===== config.mk =====
export PLATFORM = sky130hd
export DESIGN_NAME = result_uart_tx
export DESIGN_NICKNAME = d
export VERILOG_FILES = /design/src/rtl/result_uart_tx.sv
export SDC_FILE = /design/constraint.sdc
export NUM_CORES = 1
export LEC_CHECK = 0
export CORE_ASPECT_RATIO = 1.5
export CORE_UTILIZATION = 40
export CTS_BUF_LIST = sky130_fd_sc_hd__clkbuf_4
export DETAILED_ROUTE_END_ITERATION = 12
export MAX_ROUTING_LAYER = met4
export PLACE_DENSITY = 0.69
export SYNTH_ARGS = -nofsm -noshare
export SYNTH_HDL_FRONTEND = slang
export SYNTH_SLANG_ARGS = --single-unit
export TNS_END_PERCENT = 10

===== constraint.sdc =====
create_clock -name clk -period 2.5 [get_ports clk]
set_input_delay 0.25 -clock clk [delete_from_list [all_inputs] [get_ports clk]]
set_output_delay 0.25 -clock clk [all_outputs]
set_load 0.03 [all_outputs]

===== src/rtl/result_uart_tx.sv =====
// Result byte buffer plus 8N1 serial transmitter: bytes arrive on a valid/ready
// handshake, queue in a small FIFO, and leave LSB-first on a single idle-high pin.
module result_uart_tx #(
  parameter int CLKS_PER_BIT = 16,
  parameter int FIFO_DEPTH   = 4
) (
  input  logic                          clk,
  input  logic                          reset,
  input  logic [7:0]                    in_data,
  input  logic                          in_valid,
  output logic                          in_ready,
  input  logic                          clr_ovf,
  output logic                          tx,
  output logic                          busy,
  output logic [$clog2(FIFO_DEPTH):0]   fifo_count,
  output logic                          ovf
);

  localparam int AW = $clog2(FIFO_DEPTH);
  localparam int CW = AW + 1;
  localparam int BW = (CLKS_PER_BIT > 1) ? $clog2(CLKS_PER_BIT) : 1;
  localparam logic [BW-1:0] BAUD_LAST = BW'(CLKS_PER_BIT - 1);
  localparam logic [CW-1:0] DEPTH_C   = CW'(FIFO_DEPTH);

  typedef enum logic [1:0] {S_IDLE, S_START, S_DATA, S_STOP} state_t;

  state_t        r_state;
  logic [7:0]    r_mem [FIFO_DEPTH];
  logic [AW-1:0] r_wptr, r_rptr;
  logic [CW-1:0] r_count;
  logic [BW-1:0] r_baud;
  logic [2:0]    r_bit;
  logic [7:0]    r_shift;
  logic          r_tx, r_busy, r_ovf;

  logic w_full, w_empty, w_push, w_refuse, w_baud_tc, w_pop;

  assign w_full    = (r_count == DEPTH_C);
  assign w_empty   = (r_count == '0);
  assign w_push    = in_valid && !w_full;
  assign w_refuse  = in_valid &&  w_full;
  assign w_baud_tc = (r_baud == BAUD_LAST);
  // Pop happens only on the edge that enters START, from IDLE or the end of STOP.
  assign w_pop     = !w_empty &&
                     ((r_state == S_IDLE) || ((r_state == S_STOP) && w_baud_tc));

  assign in_ready   = !w_full;
  assign tx         = r_tx;
  assign busy       = r_busy;
  assign fifo_count = r_count;
  assign ovf        = r_ovf;

  // Storage is not reset; validity is tracked entirely by the pointers and count.
  always_ff @(posedge clk) begin
    if (w_push) r_mem[r_wptr] <= in_data;
  end

  always_ff @(posedge clk or posedge reset) begin
    if (reset) begin
      r_wptr  <= '0;
      r_rptr  <= '0;
      r_count <= '0;
      r_ovf   <= 1'b0;
    end else begin
      if (w_push) r_wptr <= r_wptr + AW'(1);
      if (w_pop)  r_rptr <= r_rptr + AW'(1);
      case ({w_push, w_pop})
        2'b10:   r_count <= r_count + CW'(1);
        2'b01:   r_count <= r_count - CW'(1);
        default: r_count <= r_count;
      endcase
      // A refused push outranks a clear in the same cycle.
      if (w_refuse)     r_ovf <= 1'b1;
      else if (clr_ovf) r_ovf <= 1'b0;
    end
  end

  always_ff @(posedge clk or posedge reset) begin
    if (reset) begin
      r_state <= S_IDLE;
      r_baud  <= '0;
      r_bit   <= '0;
      r_shift <= '0;
      r_tx    <= 1'b1;
      r_busy  <= 1'b0;
    end else begin
      case (r_state)
        S_IDLE: begin
          r_baud <= '0;
          if (w_pop) begin
            r_shift <= r_mem[r_rptr];
            r_state <= S_START;
            r_tx    <= 1'b0;
            r_busy  <= 1'b1;
          end
        end
        S_START: begin
          if (w_baud_tc) begin
            r_baud  <= '0;
            r_bit   <= '0;
            r_state <= S_DATA;
            r_tx    <= r_shift[0];
          end else begin
            r_baud <= r_baud + BW'(1);
          end
        end
        S_DATA: begin
          if (w_baud_tc) begin
            r_baud  <= '0;
            r_shift <= {1'b0, r_shift[7:1]};
            if (r_bit == 3'd7) begin
              r_state <= S_STOP;
              r_tx    <= 1'b1;
            end else begin
              r_bit <= r_bit + 3'd1;
              r_tx  <= r_shift[1];
            end
          end else begin
            r_baud <= r_baud + BW'(1);
          end
        end
        S_STOP: begin
          if (w_baud_tc) begin
            r_baud <= '0;
            if (w_pop) begin
              r_shift <= r_mem[r_rptr];
              r_state <= S_START;
              r_tx    <= 1'b0;
            end else begin
              r_state <= S_IDLE;
              r_busy  <= 1'b0;
            end
          end else begin
            r_baud <= r_baud + BW'(1);
          end
        end
        default: begin
          r_state <= S_IDLE;
          r_baud  <= '0;
          r_tx    <= 1'b1;
          r_busy  <= 1'b0;
        end
      endcase
    end
  end

endmodule


==> results.md <==
* Syn-to-layout area delta at 17.4%
* Tmin final at 2.27 ns
* XOR/XNOR Fraction of Synth Area at 2.27%
* Final setup fails at 0
* Diode count at 0
* Die Height at 103 um
* EDFF count, synth at 32
* Critical Path RT at 2.83 ns
* Initial antenna violation count at 0
* Commonest non-fill, non-tap cell in the layout: edfxtp_1
* Buffers on Ports at 18
* Seq/Total Area, Yosys at 60.6%
* H-tree depth at 3
* Fin Setup TNS at 0 ns
* Worst path arrival time at 2.60 ns
* Tcrit/Tclk final at 90.6%
* DP Worst Slack at 0.227 ns
* Largest family of logic cells by synthesized area: multiplexers
* Post-DR vias/cell at 5.20
* Library cells used by synthesis at 37
* TritonCTS clock tree: yes
* Die W at 69.1 um
* Congestion Overflow GR at 0
* Worst slew margin at 64.7%
* Final Power at 0.00269 W
* Final HPWL DP at 2.99 mm
* Number of clock sinks at 59
* Unrepaired setup endpoints after global routing: no
* Synth Area in Compound Gates at 6.53%
* Simple logic cell fraction of the synthesized area at 7.04%
* Row count at 36
* Mapped Area at 0.00270 mm^2
* Initial Utilization at 41.4%
* Worst-skew pair later-pin latency at 0.40 ns
* Layout cells sized above 1 at 21.9%
* CTS Buf Count at 9
* Post-Synth Adder-Cell Area at 6.76%
* Gate Count Post-Synth at 184
* Synth Register Bits at 59
* Worst vdd ir at 0.396 mV
* Die area at 0.00710 mm^2
* Hold Vio Cnt, Final at 0
* CTS Root Cell: clkbuf_4
* Pwr dens at 848 mW/mm^2
* Fin Hold WS at 0.202 ns
* CTS max path bufs at 2
* Worst-Margin Slew at 0.530 ns
* Total Routing Usage GR at 14.6%
* DRC viols at 0
* Final #Nets at 236
* # Max-Cap Violations at 0
* Syn Area/Cell at 14.7 um^2
* Per-cell routed wire length at 14.8 um
* First-pass GRT wire length at 7.42 mm
* Final wirelength at 4.30 mm
* Synthesis warning total at 0
* Number of global-route vias before repair at 1,549
* Ys flop type: edfxtp_1
* Post-Syn Nets at 210
* Total I/O pin count at 19
* Clock slew at reported path FFs at 0.10 ns
* Kind of critical path: reg2reg
* Status: finished clean
* Crit path max fanout at 7
* Most frequent cells in the layout: 32 x edfxtp_1, 26 x dfrtp_1, 18 x clkdlybuf4s50_1
* Core ar. at 0.00653 mm^2
* Vias at 1,514
* DRT antenna net count at 0
* Fraction of registers with async set/reset at 45.8%
* Largest net degree at the start of global routing at 28
* CP startpoint kind: flop
* Mux cell area share after synthesis at 14.1%
* DR iter-0 viols at 104
* Clock Skew at 0.0142 ns
* Max-slew violation count at 0
* Hold Path Class: in2async
* Placer Congestion at 0.746
* FMAX at 441 MHz
* P_leak at 1.27 nW
* Postcts setup bufs at 0
* DR pass1 iterations at 4
* Final worst setup slack at 0.234 ns
* Crit end category: flop
[synth_stat cells (all sizes together), types with 3 or more instances]
master / number / area share [%]
o21ai: 7 / 1.4
ha: 13 / 6.0
edfxtp: 32 / 36
and3: 5 / 1.2
xor2: 3 / 0.97
buf: 3 / 1.0
inv: 9 / 1.2
nor2: 9 / 1.2
mux2: 17 / 7.1
xnor2: 4 / 1.3
nor2b: 3 / 0.69
nand2: 14 / 1.9
mux4: 8 / 6.7
a22o: 3 / 0.97
clkbuf: 3 / 0.42
nor3: 3 / 0.56
dfrtp: 26 / 24
[final timing paths]
check	from	depth (start not counted)	slack [ns]	endpoint
setup / recovery	r_state[0]	9	0.23	fifo_count[2]
hold reg to reg	r_baud[0]	1	0.50	r_baud[0]
min in group clk	clr_ovf	2	0.42	ovf
setup reg to reg	r_state[0]	9	0.23	fifo_count[2]
max in group asynchronous	reset	3	1.98	tx
hold / removal	reset	3	0.20	r_state[0]
[per-stage QoR]
stage,instances,utilization (%),area [um^2]
final,291,48.6,3170
after detailed placement,275,45.3,2960
after floorplan,184,-,2700
after global routing,291,48.6,3170
after CTS,291,48.5,3170
after global placement,275,45.3,2960
[worst max-delay path, stage by stage (launching register included)]
cell	delay (ns)
dfrtp_1	0.44
ha_2	0.26
and4_1	0.27
o21a_1	0.19
ha_1	0.20
inv_1	0.06
fa_1	0.37
xor2_1	0.15
nor2_1	0.11
xor2_1	0.15
[cells by family after synthesis]
| family | after synthesis |
|---|---|
| fa+ha+maj | 14 |
| simple gates | 40 |
| compound gates | 23 |
| flops | 59 |
| mux | 26 |
| buf+inv | 15 |
| xor+xnor | 7 |
[registers in the layout, summed over array words and instances (netlist names)]
register and flops:
ovf 1, busy 1, r_state 2, r_rptr 2, tx 1, r_mem 32
r_baud 4, r_wptr 2, r_bit 3, fifo_count 3, r_shift 8
[repair_timing]
item / 4_1_cts / 5_1_grt
gates resized for setup: 0 / 1
endpoints found under the setup margin: 0 / 1
hold buffers: 0 / 0
[per-layer routing]
metal / up-vias / global-route usage, % / wire [um]
met4: 0 / 8.01 / 82
li1: 733 / - / -
met2: 24 / 23.8 / 2300
met3: 6 / 4.40 / 139
met5: - / - / 0
met1: 751 / 16.1 / 1770
[power breakdown]
part | total (W) | switching [W] | internal, W
registers | 0.00127 | 0.0000787 | 0.00119
logic | 0.000463 | 0.000267 | 0.000196
clock network | 0.000958 | 0.000353 | 0.000605
total | 0.00269 | 0.000699 | 0.00199
[final cells by class]
cell class,count,area [um^2]
fillers,532,3360
flip-flops and latches,59,1640
multi-input cells,110,995
repair buffers,21,203
clock inverters,7,140
well taps,76,95.1
clock buffers,9,67.6
inverters,9,33.8
No activity file was read; power rests on OpenSTA's default activity.
